`src/rtl/sauria_obi_pkg.sv`:
```
// Shared helpers for the SAURIA OBI width adapter: byte/lane derivations
// and byte-enable lane placement.
package sauria_obi_pkg;

  // Widest byte-enable vector the placement helper supports (1024-bit bus).
  localparam int MAX_BE_W  = 128;
  localparam int DEF_LANES = 4;

  // Lane index for the default 32-to-128 configuration.
  typedef logic [$clog2(DEF_LANES)-1:0] lane_t;

  function automatic int nb_of(input int narrow_dw);
    return narrow_dw / 8;
  endfunction

  function automatic int wb_of(input int wide_dw);
    return wide_dw / 8;
  endfunction

  function automatic int lanes_of(input int narrow_dw, input int wide_dw);
    return wide_dw / narrow_dw;
  endfunction

  // Shift a narrow byte-enable vector up to its lane inside the wide vector.
  function automatic logic [MAX_BE_W-1:0] place_be(input logic [MAX_BE_W-1:0] be,
                                                   input int lane, input int nbytes);
    return be << (lane * nbytes);
  endfunction

endpackage

```
`src/rtl/sauria_lane_fifo.sv`:
```
// In-order FIFO with occupancy counter; pushes into a full FIFO and pops
// from an empty one are ignored.
module sauria_lane_fifo #(
  parameter int DEPTH = 4,
  parameter int DW    = 2,
  localparam int PW   = $clog2(DEPTH)
) (
  input  logic          clk_i,
  input  logic          rst_ni,
  input  logic          push_i,
  input  logic [DW-1:0] data_i,
  input  logic          pop_i,
  output logic          full_o,
  output logic          empty_o,
  output logic [PW:0]   count_o,
  output logic [DW-1:0] head_o
);

  localparam logic [PW:0] FULL_CNT = (PW+1)'(DEPTH);

  logic [DEPTH-1:0][DW-1:0] r_mem;
  logic [PW-1:0]            r_wptr;
  logic [PW-1:0]            r_rptr;
  logic [PW:0]              r_count;
  logic                     w_push;
  logic                     w_pop;

  assign full_o  = (r_count == FULL_CNT);
  assign empty_o = (r_count == '0);
  assign count_o = r_count;
  assign head_o  = r_mem[r_rptr];
  assign w_push  = push_i & ~full_o;
  assign w_pop   = pop_i & ~empty_o;

  // Storage, pointers (wrapping modulo DEPTH) and occupancy.
  always_ff @(posedge clk_i or negedge rst_ni) begin
    if (!rst_ni) begin
      r_mem   <= '0;
      r_wptr  <= '0;
      r_rptr  <= '0;
      r_count <= '0;
    end else begin
      if (w_push) begin
        r_mem[r_wptr] <= data_i;
        r_wptr        <= r_wptr + 1'b1;
      end
      if (w_pop) r_rptr <= r_rptr + 1'b1;
      case ({w_push, w_pop})
        2'b10:   r_count <= r_count + 1'b1;
        2'b01:   r_count <= r_count - 1'b1;
        default: r_count <= r_count;
      endcase
    end
  end

endmodule

```
`src/rtl/sauria_obi_width_adapter.sv`:
```
// Narrow (host) to wide (wrapper) OBI adapter. Requests are widened with
// zero latency; the lane of each granted request is queued so the matching
// in-order response can be steered back onto the narrow data bus.
module sauria_obi_width_adapter
  import sauria_obi_pkg::*;
#(
  parameter int NARROW_DW       = 32,
  parameter int WIDE_DW         = 128,
  parameter int ADDR_WIDTH      = 32,
  parameter int MAX_OUTSTANDING = 4
) (
  input  logic                   clk_i,
  input  logic                   rst_ni,
  input  logic                   slv_req_i,
  output logic                   slv_gnt_o,
  input  logic [ADDR_WIDTH-1:0]  slv_addr_i,
  input  logic                   slv_we_i,
  input  logic [NARROW_DW/8-1:0] slv_be_i,
  input  logic [NARROW_DW-1:0]   slv_wdata_i,
  output logic                   slv_rvalid_o,
  output logic [NARROW_DW-1:0]   slv_rdata_o,
  output logic                   mst_req_o,
  input  logic                   mst_gnt_i,
  output logic [ADDR_WIDTH-1:0]  mst_addr_o,
  output logic                   mst_we_o,
  output logic [WIDE_DW/8-1:0]   mst_be_o,
  output logic [WIDE_DW-1:0]     mst_wdata_o,
  input  logic                   mst_rvalid_i,
  input  logic [WIDE_DW-1:0]     mst_rdata_i,
  output logic                   err_o
);

  localparam int NB    = nb_of(NARROW_DW);
  localparam int WB    = wb_of(WIDE_DW);
  localparam int LANES = lanes_of(NARROW_DW, WIDE_DW);
  localparam int NBL   = $clog2(NB);
  localparam int WBL   = $clog2(WB);
  localparam int LW    = $clog2(LANES);
  localparam int PW    = $clog2(MAX_OUTSTANDING);

  logic [LW-1:0] w_lane;
  logic [LW-1:0] w_head;
  logic [LW-1:0] w_rd_lane;
  logic [PW:0]   w_count;
  logic          w_full;
  logic          w_empty;
  logic          w_push;
  logic          w_pop;
  logic          w_unused;
  logic          r_err;

  assign w_lane   = slv_addr_i[WBL-1:NBL];
  assign w_unused = ^{slv_addr_i[NBL-1:0], w_count};

  // Grant is gated only by the registered full flag, never by this cycle's
  // pop, so there is no combinational path from mst_rvalid_i to slv_gnt_o.
  assign mst_req_o   = slv_req_i & ~w_full;
  assign slv_gnt_o   = mst_gnt_i & ~w_full;
  assign w_push      = slv_req_i & slv_gnt_o;
  assign mst_addr_o  = {slv_addr_i[ADDR_WIDTH-1:WBL], {WBL{1'b0}}};
  assign mst_we_o    = slv_we_i;
  assign mst_wdata_o = {LANES{slv_wdata_i}};
  assign mst_be_o    = WB'(place_be(MAX_BE_W'(slv_be_i), int'(w_lane), NB));

  // A response with nothing outstanding is still forwarded, read from lane 0.
  assign w_pop        = mst_rvalid_i & ~w_empty;
  assign w_rd_lane    = w_empty ? '0 : w_head;
  assign slv_rvalid_o = mst_rvalid_i;
  assign slv_rdata_o  = mst_rdata_i[w_rd_lane*NARROW_DW +: NARROW_DW];
  assign err_o        = r_err;

  sauria_lane_fifo #(
    .DEPTH (MAX_OUTSTANDING),
    .DW    (LW)
  ) u_fifo (
    .clk_i   (clk_i),
    .rst_ni  (rst_ni),
    .push_i  (w_push),
    .data_i  (w_lane),
    .pop_i   (w_pop),
    .full_o  (w_full),
    .empty_o (w_empty),
    .count_o (w_count),
    .head_o  (w_head)
  );

  // Sticky error on a response that matches no outstanding request.
  always_ff @(posedge clk_i or negedge rst_ni) begin
    if (!rst_ni) r_err <= 1'b0;
    else if (mst_rvalid_i && w_empty) r_err <= 1'b1;
  end

`ifndef SYNTHESIS
  // Host must keep the request payload stable while waiting for a grant.
  a_req_stable: assert property (@(posedge clk_i) disable iff (!rst_ni)
    (slv_req_i && !slv_gnt_o) |=> (!slv_req_i || ($stable(slv_addr_i) &&
      $stable(slv_we_i) && $stable(slv_be_i) && $stable(slv_wdata_i))));
`endif

endmodule
```
`config.mk`:
```
export PLATFORM = sky130hd
export DESIGN_NAME = sauria_obi_width_adapter
export DESIGN_NICKNAME = d
export VERILOG_FILES = /design/src/rtl/sauria_obi_pkg.sv /design/src/rtl/sauria_lane_fifo.sv /design/src/rtl/sauria_obi_width_adapter.sv
export SDC_FILE = /design/constraint.sdc
export NUM_CORES = 1
export LEC_CHECK = 0
export CAP_MARGIN = 5
export CORE_AREA = 2 2 161 163
export DETAILED_ROUTE_END_ITERATION = 8
export DIE_AREA = 0 0 163 165
export PLACE_DENSITY = 0.54
export SLEW_MARGIN = 0
export SYNTH_ARGS = -nofsm -noshare
export SYNTH_HDL_FRONTEND = slang
export SYNTH_SLANG_ARGS = --single-unit
```
`constraint.sdc`:
```
create_clock -name clk_i -period 4.8 [get_ports clk_i]
set_input_delay 0.96 -clock clk_i [delete_from_list [all_inputs] [get_ports clk_i]]
set_output_delay 0.96 -clock clk_i [all_outputs]
set_load 0.05 [all_outputs]
```
## Word-level counts from Yosys, hierarchy flattened

Cells that the tools add are included.

- $add $sub $neg: 4
- $lt $le $gt $ge: 3
- Equality and inequality tests: 3
- Shifts and indexed selects: 2
- Multiplexer cells: 7
- Bitwise operators: 8
- Reductions and logical operators: 4

Operators with widths:

| operator | count |
|---|---|
| indexed part select 128 x 8 -> 32 bit | 1 |
| << shifter 4 x 4 -> 16 bit | 1 |
| bitwise mux 8 bit | 1 |
| AND 1 bit | 6 |
| < comparator 2 x 3 -> 1 bit, second input constant | 2 |
| 2-to-1 mux 2 bit | 3 |
| one-hot mux 3 bit (2 select lines) | 1 |
| adder 2 x 1 -> 2 bit, second input constant | 2 |
| binary-select mux 2 bit (select 2 bit) | 1 |
| demux 2 bit (select 2 bit) | 1 |
| adder 3 x 1 -> 3 bit, second input constant | 1 |
| == test 3 bit, second input constant | 1 |
| logical NOT 3 bit | 1 |
| subtractor 3 x 1 -> 3 bit, second input constant | 1 |
| == test 2 x 1 -> 1 bit, second input constant | 1 |
| == test 2 bit, second input constant | 1 |
| >= comparator 2 x 1 -> 1 bit, second input constant | 1 |
| logical AND 1 bit | 2 |
| inverter 1 bit | 2 |
| nonzero test 2 bit | 1 |

- Register bits after elaboration: 16
- Bits of input ports: 202
- Output and inout port bits: 213

## Depth between registers and ports, before layout

- Depth after elaboration: 7
- Gate-level depth with buffers: 10
- Gate-level depth less buffers: 8

## Hierarchy

A second synthesis with hierarchy kept.

- Cell total of the unflattened synthesis: 433
- Area total of the unflattened synthesis: 3,445.8 µm²

By module, submodules not included:

| module | instances | cells an instance | area each (µm²) | seq. area each (µm²) |
|---|---|---|---|---|
| sauria_obi_width_adapter | 1 | 375 | 2,675.1 | 25.0 |
| sauria_lane_fifo | 1 | 58 | 770.7 | 375.4 |

## Worst setup path after synthesis

No wires, ideal clock.

- Path type: in2out
- Start: input port slv_addr_i[2]
- End: output port mst_be_o[2]
- Data arrival time: 2,303 ps
- Data required time: 3,840 ps
- Slack: 1,537 ps
- Cell stages on the path: 2
- Buffers on the path: 1
- Path through: clkbuf_1 nor3b_1

- Word-level cells in the longest chain between the ends: 1

Ends and longest elaborated chain:

| item | RTL line | text |
|---|---|---|
| start: declaration | sauria_obi_width_adapter.sv:16 | `input logic [ADDR_WIDTH-1:0] slv_addr_i,` |
| << shifter 4 x 4 -> 16 bit | sauria_obi_pkg.sv:27 | `return be << (lane * nbytes);` |
| end: declaration | sauria_obi_width_adapter.sv:26 | `output logic [WIDE_DW/8-1:0] mst_be_o,` |

Every way passes these cells.

## Worst setup path in the final report

- Start: register u_fifo.r_rptr[0]
- End: output port slv_rdata_o[1]

- Word-level cells in the longest chain between the ends: 4

Ends and longest elaborated chain:

| item | RTL line | text |
|---|---|---|
| start: declaration | sauria_lane_fifo.sv:23 | `logic [PW-1:0] r_rptr;` |
| start signal: assignment | sauria_lane_fifo.sv:47 | `if (w_pop) r_rptr <= r_rptr + 1'b1;` |
| binary-select mux 2 bit (select 2 bit) | sauria_lane_fifo.sv:31 | `assign head_o = r_mem[r_rptr];` |
| 2-to-1 mux 2 bit (not written as such) | sauria_lane_fifo.sv:31 |  |
| 2-to-1 mux 2 bit | sauria_obi_width_adapter.sv:67 | `assign w_rd_lane = w_empty ? '0 : w_head;` |
| indexed part select 128 x 8 -> 32 bit | sauria_obi_width_adapter.sv:69 | `assign slv_rdata_o = mst_rdata_i[w_rd_lane*NARROW_DW +: NARROW_DW];` |
| end: declaration | sauria_obi_width_adapter.sv:21 | `output logic [NARROW_DW-1:0] slv_rdata_o,` |

Every way passes these cells. The select of a mux whose other input is x is not followed.

==> summary.md <==
| Metric | Value |
|---|---|
| Wl on met1 | `5.13 mm` |
| Root buffer cell | `clkbuf_16` |
| Top sig layer | `met4` |
| Hold buffer count at cts | `0` |
| Met2 WL | `5.83 mm` |
| Routed wl met3 | `1.39 mm` |
| ANT nets after route | `0` |
| Place WS | `0.746 ns` |
| Type of origin of the critical path | `flip-flop` |
| Clock Latency Late Sink | `0.25 ns` |
| Fin Hold WS | `0.490 ns` |
| FP Rows | `58` |
| Initial antenna violation count | `0` |
| Fin. Hold Viols | `0` |
| Drt via density | `3.92` |
| Initial DRC count | `105` |
| Worst path slowest cell | `mux4_4` |
| Mapped Area | `0.00377 mm²` |
| Fin worst setup slack | `0.498 ns` |
| Placed cell count | `772` |
| Total CTS buffers | `3` |
| Setup TNS | `0 ns` |
| Nets | `655` |
| Cell leakage power | `1.81 nW` |
| Share of cells above drive strength 1 | `8.30%` |
| Clk buf depth | `2` |
| Drc violations | `0` |
| Unique masters post-synth | `30` |
| Pin count of the biggest net entering global routing | `47` |
| Post-Route WL | `13.0 mm` |
| Gr usage total | `8.98%` |
| Status | `finished, final reports clean` |
| Cells after Synth | `443` |
| Die area | `0.0269 mm²` |
| Worst Hold Path Cells | `1` |
| Unrepaired setup endpoints after global routing | `false` |
| CP Cell Sequence | `mux4_4 > buf_4 > a21boi_0 > a2bb2oi_1 > clkdlybuf4s50_1` |
| First-pass GRT wire length | `18.6 mm` |
| CP Class | `reg -> out` |
| Worst Setup End Kind | `output pin` |
| Max-cap viol count | `0` |
| Grt total ovfl | `0` |
| Xor-xnor portion of the synthesized cell area | `1.39%` |
| Area delta synth->final | `28.5%` |
| Clk_skew | `0.00395 ns` |
| Post-CTS sizing | `0` |
| Worst vdd ir | `0.555 mV` |
| Worst Max-Slew Pin Slew | `0.850 ns` |
| Ports | `415` |
| FMAX | `0.232 GHz` |
| Largest family of logic cells by synthesized area | `buffers and inverters` |
| Power Dens Cells | `972 mW/mm²` |
| Mux cell area share after synthesis | `12.6%` |
| Chip height | `165 µm` |
| Drt pass-1 iters | `4` |
| Hold Path Class | `reg -> reg` |
| Tcrit/Tclk final | `89.6%` |
| Setup violators final | `0` |
| Synth Register Bits | `16` |
| Fill cells | `2833` |
| Starting Density | `15.1%` |
| Critical Path RT | `3.84 ns` |
| Post-Synth Adder-Cell Area | `2.19%` |
| Core area | `0.0250 mm²` |
| Commonest non-fill, non-tap cell in the layout | `clkdlybuf4s50_1` |
| Vias | `3042` |
| Via count of the first global-routing pass | `3158` |
| Clock sink count | `16` |
| Final min period | `4.30 ns` |
| I/O Buffers | `190` |
| WL/cell | `16.7 µm` |
| Arr. time, crit path | `3.34 ns` |
| CP Max Fanout | `35` |
| Max-slew violation count | `0` |
| Max incr delay on CP | `0.95 ns` |
| YS warnings | `0` |
| Compound-Gate Fraction of Synth Area | `29.7%` |
| Simple-gate share of the synthesized area | `5.41%` |
| CTS tree | `yes` |
| Final Wtd Congestion | `0.696` |
| Antenna Cells | `0` |
| Die Wd | `163 µm` |
| Post-CTS Setup Bufs | `0` |
| Avg Inst Size Synth | `8.52 µm²` |
| H-tree Lvls | `1` |
| Dpl hpwl | `9.54 mm` |
| Most frequent cells in the layout | `clkdlybuf4s50_1 (189), mux2i_1 (33), o31a_1 (32), a22o_1 (32), a2bb2oi_1 (32)` |
| Normalized max-slew margin | `43.4%` |
| Seq/Total Area, Yosys | `10.6%` |
| Reg clk slew, reported paths | `0.05 ns` |
| Non-Filler Instances | `776` |
| Reg2reg path depth | `9` |
[cell families (layout without fill, tap and decap cells)]
group                    after synthesis  after routing
multiplexers                          44             44
AO/OA/AOI/OAI                        129            129
adder cells (fa/ha/maj)                6              6
XOR/XNOR                               6              6
other                                  1              4
flip-flops                            16             16
AND/OR/NAND/NOR                       34             34
buffers and inverters                207            207
[critical path: cells and delay by family (launching register included)]
kind / cells / cell delay (ns)
AOI/OAI and AO/OA: 2 / 0.51
DFF: 1 / 0.44
muxes: 1 / 0.95
buffers and inverters: 2 / 1.15
[path summary, 6_finish.rpt]
check | start | to | slack, ns
max | u_fifo.r_rptr[0] | slv_rdata_o[1] | 0.50
min reg2reg | err_o | err_o | 0.49
min | err_o | err_o | 0.49
min in group asynchronous | rst_ni | err_o | 1.14
max reg2reg | u_fifo.count_o[2] | u_fifo.count_o[2] | 2.15
max in group asynchronous | rst_ni | u_fifo.count_o[1] | 3.17
[power breakdown]
| part | internal [mW] | leakage, nW | switching, mW |
|---|---|---|---|
| clock network | 0.126 | 0.0442 | 0.0498 |
| registers | 0.207 | 0.185 | 0.0473 |
| logic | 1.63 | 1.58 | 2.64 |
| total | 1.97 | 1.81 | 2.74 |
[sequential cells by signal, summed over array words and instances (netlist names)]
signal,cells
err_o,1
u_fifo.r_rptr,2
u_fifo.r_wptr,2
u_fifo.count_o,3
u_fifo.r_mem,8
[stage by stage]
step / instance area, µm² / power [mW] / util, %
finish: 4850 / 4.71 / 19.4
global route: 4850 / 5.02 / 19.4
CTS: 4850 / 4.79 / 19.4
detailed placement: 4760 / 4.60 / 19.0
global placement: 4760 / 4.58 / 19.0
floorplan: 3780 / 3.75 / -
[metal layers]
| layer | track usage (%) | vias up |
|---|---|---|
| met2 | 14.9 | 195 |
| met1 | 9.98 | 1363 |
| li1 | - | 1425 |
| met5 | 0 | - |
| met4 | 4.38 | 0 |
| met3 | 3.69 | 59 |
[layout make-up]
| type | instances | area, µm² | area share [%] |
|---|---|---|---|
| well taps | 330 | 413 | 8.52 |
| repair buffers | 197 | 1960 | 40.5 |
| flip-flops and latches | 16 | 404 | 8.34 |
| multi-input cells | 223 | 1950 | 40.3 |
| clock buffers | 4 | 88.8 | 1.83 |
| inverters | 6 | 22.5 | 0.465 |
[cells in the mapped netlist]
cell / count / area (µm²)
mux2i_1: 33 / 330
nor2b_1: 2 / 12.5
and2_1: 13 / 81.3
nor2_1: 4 / 15.0
buf_6: 5 / 56.3
dfrtp_1: 16 / 400
o21bai_1: 1 / 7.51
ha_1: 5 / 62.6
nand3_1: 2 / 10.0
mux2_2: 9 / 101
and3_1: 4 / 25.0
inv_1: 6 / 22.5
a21boi_0: 24 / 180
conb_1: 1 / 3.75
fa_1: 1 / 20.0
or3_4: 1 / 11.3
xnor2_1: 3 / 26.3
a21boi_2: 8 / 90.1
buf_2: 9 / 45.0
nand4_1: 4 / 25.0
clkbuf_1: 25 / 93.8
or3b_2: 1 / 8.76
o31a_1: 32 / 280
xor2_1: 3 / 26.3
mux4_2: 2 / 45.0
buf_4: 162 / 1220
nand2_1: 2 / 7.51
a22o_1: 32 / 280
nor3b_1: 1 / 7.51
a2bb2oi_1: 32 / 280
No activity file was read; power rests on OpenSTA's default activity.
==> RTL change 1 (same settings) <==
`ADDR_WIDTH`: 32 -> 48.
--- a/src/rtl/sauria_obi_width_adapter.sv
+++ b/src/rtl/sauria_obi_width_adapter.sv
@@ -6,7 +6,7 @@
 #(
   parameter int NARROW_DW       = 32,
   parameter int WIDE_DW         = 128,
-  parameter int ADDR_WIDTH      = 32,
+  parameter int ADDR_WIDTH      = 48,
   parameter int MAX_OUTSTANDING = 4
 ) (
   input  logic                   clk_i,
Interface: changed (resized mst_addr_o and slv_addr_i); port bits go from 415 to 447. No check against the original RTL was run, so the function may have changed too.
==> RTL change 1 against the unedited design <==
Worst setup slack better by 0.18 ns. Utilization is 0.080 points lower. Sequential power is essentially flat. Largest cell class is now multi-input combinational cells. Sequential cell count unchanged. Wire length rose by 1.9%. Design area is 0.41% lower. Synthesized area is 3.2% higher. Critical path type unchanged. Count of clock-buffer cells in the layout did not move. Clock skew decreased by 0.0034 ns. Total power is 1.0% lower.
==> RTL change 1: results (changes against the unedited design) <==
Status
  • Status: complete, no violations

Layout
  • Layout cells sized above 1: 8.09% (-0.21 points)
  • Final nets: 670 (+2.3%)
  • Largest reg by FF count: u_fifo.r_mem
  • Final std cells w/o fill: 775 (-0.13%)

Logic synthesis
  • Top cells by area, synth: buf_4 (34%), dfrtp_1 (10%), mux2i_1 (8.5%)
  • Synth Area in Compound Gates: 28.7% (-0.92 points)
  • Syn Inst Count: 459 (+3.6%)
  • Synth top cells by count: buf_4 (178), mux2i_1 (33), a22o_1 (32), a2bb2oi_1 (32), o31a_1 (32)
  • Sequential-to-total area share from yosys stat: 10.3% (-0.33 points)
  • Top FF cell, synth: dfrtp_1
  • Multiplexer area fraction after synthesis: 12.2% (-0.39 points)
  • Synth Area in Adders: 2.12% (-0.068 points)

Global route
  • Pin count of the biggest net entering global routing: 69 (+47%)
  • Total GRT Usage: 8.90% (-0.073 points)
  • Number of global-route vias before repair: 3078 (-2.5%)
  • First-pass GRT wire length: 18.4 mm (-0.71%)

Timing
  • Slew margin rel.: 42.3% (-1.0 points)

Place
  • I/O Buffers: 190 (unchanged)
  • GPL Wtd Cong: 0.686 (-1.4%)
  • Placed cell count: 771 (-0.13%)
  • DP Wirelength: 10.0 mm (+5.0%)

Routing
  • Vias/cell: 4.01 (+2.2%)
  • Initial DRC count: 113 (+7.6%)
  • Drt total wl: 13.2 mm (+1.9%)
  • Met2 WL: 6.25 mm (+7.2%)
  • Met1 WL: 4.84 mm (-5.5%)

Power
  • Combinational power share: 90.7% (-0.2 points)
  • Lkg Pwr: 1.80 nW (-0.47%)
  • VDD IR max: 0.763 mV (+37%)
  • Internal: 1.95 mW (-1.2%)

Critical path
  • Critical Path AT: 3.16 ns (-0.18 ns)

Clock tree
  • Post-CTS setup buffer count: 0 (unchanged)
==> RTL change 1: cell types whose count changed in the layout (fill, tap and decap cells not counted), sizes merged <==
cell,delta
buf,-1
==> RTL change 1: final timing paths <==
path	from	to	slack [ns]
min in group asynchronous	rst_ni	err_o	1.14
min	err_o	err_o	0.47
min reg2reg	err_o	err_o	0.47
max reg2reg	u_fifo.count_o[2]	u_fifo.count_o[2]	2.15
max	u_fifo.r_rptr[0]	slv_rdata_o[28]	0.68
max in group asynchronous	rst_ni	u_fifo.count_o[1]	3.16
==> RTL change 1: cell families after synthesis <==
kind of cell,after synthesis
buffers and inverters,223
AO/OA/AOI/OAI,129
multiplexers,44
AND/OR/NAND/NOR,34
flip-flops,16
adder cells (fa/ha/maj),6
XOR/XNOR,6
other,1
==> RTL change 1: through the flow <==
stage / hold slack [ns] / instance area [sq um] / utilization [%]
finish: 0.473 / 4830 / 19.3
global placement: 0.466 / 4740 / 18.9
detailed placement: 0.469 / 4740 / 18.9
floorplan: 0.474 / 3900 / -
CTS: 0.480 / 4830 / 19.3
global route: 0.508 / 4830 / 19.3
==> RTL change 1: per-layer routing <==
| layer | track usage [%] | up-vias |
|---|---|---|
| met3 | 4.87 | 37 |
| met4 | 2.70 | 0 |
| met1 | 9.29 | 1394 |
| met2 | 15.4 | 244 |
| met5 | 0 | - |
| li1 | - | 1429 |
==> RTL change 1: final cells by class <==
class | instances | area (sq um)
well taps | 330 | 413
multi-input cells | 223 | 1950
repair buffers | 196 | 1940
inverters | 6 | 22.5
flip-flops and latches | 16 | 404
fillers | 2816 | 20200
clock buffers | 4 | 88.8
==> RTL change 1: critical path, cell delays in order (launching register included) <==
cell	delay [ns]
dfrtp_1	0.46
mux4_2	0.77
and2_2	0.59
a2bb2oi_1	0.26
clkdlybuf4s50_1	0.85
==> RTL change 2 (same flow settings) <==
Made on the original files. Reset style: synchronous (`rst_ni`), changed in 2 clocked blocks.
--- a/src/rtl/sauria_lane_fifo.sv
+++ b/src/rtl/sauria_lane_fifo.sv
@@ -33,7 +33,7 @@
   assign w_pop   = pop_i & ~empty_o;
 
   // Storage, pointers (wrapping modulo DEPTH) and occupancy.
-  always_ff @(posedge clk_i or negedge rst_ni) begin
+  always_ff @(posedge clk_i) begin
     if (!rst_ni) begin
       r_mem   <= '0;
       r_wptr  <= '0;
--- a/src/rtl/sauria_obi_width_adapter.sv
+++ b/src/rtl/sauria_obi_width_adapter.sv
@@ -85,7 +85,7 @@
   );
 
   // Sticky error on a response that matches no outstanding request.
-  always_ff @(posedge clk_i or negedge rst_ni) begin
+  always_ff @(posedge clk_i) begin
     if (!rst_ni) r_err <= 1'b0;
     else if (mst_rvalid_i && w_empty) r_err <= 1'b1;
   end
Function: differs if rst_ni is asserted again (counterexample within 4 cycles, from zero or initial values and one cycle with rst_ni low); with rst_ni held inactive, the same outputs for 10 cycles.
==> RTL change 2 against the unedited design <==
Sequential share of layout area decreased by 0.74 points. Critical endpoint is now mst_be_o[9]. Worst setup slack improved by 0.44 ns. Register-to-register slack improved by 0.23 ns. Synthesized area decreased by 15%. Highest routed layer unchanged. Design area decreased by 13%. Largest cell class unchanged. Non-clock buffer count decreased by 1. Synthesized cell count increased by 0.45%. Wire length decreased by 17%. Sequential cell count unchanged.
Power is left out: it rests on default switching activity, and per cell area and clock period it moved more than threefold.
==> RTL change 2: results (changes against the unedited design) <==
Status
  • Status: complete, no violations

Place
  • Placed cell count: 788 (+2.1%)
  • I/O Buffers: 190 (unchanged)
  • DP Wirelength: 8.39 mm (-12%)
  • Placed instance area: 0.00413 sq mm (-13%)
  • GPL Wtd Cong: 0.703 (+1.0%)
  • Setup slack after placement: 0.944 ns (+0.197 ns)

Critical path
  • Setup slack, reg-to-reg: 2.38 ns (+0.23 ns)
  • Critical Path End: mst_be_o[9]
  • Worst r2r src: u_fifo.count_o[0]
  • CP max stage delay: 0.79 ns (-0.16 ns)
  • Worst setup path start: slv_addr_i[3]
  • Critical Path AT: 2.90 ns (-0.44 ns)
  • Worst-path fanout max: 11 (-69%)
  • Worst r2r dst: u_fifo.count_o[2]
  • Reg2Reg Depth: 8 (-1)

Global route
  • GR Layer Usage met1: 7.59% (-2.4 points)
  • Total GRT Usage: 7.03% (-1.9 points)
  • Number of global-route vias before repair: 2601 (-18%)
  • First-pass GRT wire length: 14.6 mm (-21%)
  • Pin count of the biggest net entering global routing: 51 (+8.5%)
  • GR Layer Usage met2: 11.5% (-3.4 points)
  • Met3 Use GR: 4.52% (+0.83 points)

Logic synthesis
  • Top cells by area, synth: buf_4 (38%), dfxtp_1 (10%), nand2_1 (7.9%)
  • Multiplexer area fraction after synthesis: 4.23% (-8.4 points)
  • Top FF cell, synth: dfxtp_1
  • Synth Area in XOR/XNOR: 1.37% (-0.023 points)
  • Synth Area in Compound Gates: 14.6% (-15 points)
  • Cell variety after synth: 32 (+6.7%)
  • Sequential-to-total area share from yosys stat: 10.0% (-0.59 points)
  • Synth top cells by count: buf_4 (162), nand2_1 (67), nor2b_1 (38)
  • Async SR Flop Fraction: 0% (-100 points)
  • Syn Inst Count: 445 (+0.45%)
  • Synth Area in Adders: 2.58% (+0.39 points)

Layout
  • Final nets: 671 (+2.4%)
  • Layout cells sized above 1: 10.4% (+2.1 points)

Timing
  • Final Cycle Share: 80.4% (-9.3 points)
  • Clk_skew: 0.00247 ns (-0.00148 ns)
  • Slew margin rel.: 63.0% (+20 points)

Routing
  • Vias: 2759 (-9.3%)
  • DR pass1 iterations: 4 (unchanged)
  • Initial DRC count: 123 (+17%)
  • WL/cell: 13.6 microns (-19%)
  • Vias/cell: 3.48 (-11%)
-- RTL change 2: worst min path at each step --
stage                      startpoint           endpoint  slack, ns
floorplan           u_fifo.count_o[2]  u_fifo.count_o[2]       0.47
global placement                err_o              err_o       0.46
detailed placement              err_o              err_o       0.47
CTS                             err_o              err_o       0.48
global route                    err_o              err_o       0.49
finish                          err_o              err_o       0.47
-- RTL change 2: critical path: cells and delay by family --
family	cells	cell delay, ns
buffers and inverters	2	1.46
AND/OR/NAND/NOR	2	0.47
-- RTL change 2: final cells by class --
cell class,count,area (sq um)
clock buffer,4,88.8
fill,2869,20800
inverter,6,22.5
multi-input combinational,240,1490
sequential,16,320
tap,330,413
timing repair buffer,196,1880
-- RTL change 2: routing by layer --
layer  vias up  routed length [microns]
li1       1345                        -
met1      1192                     4090
met2       196                     4910
met3        26                     1550
met4         0                      202
met5         -                        0
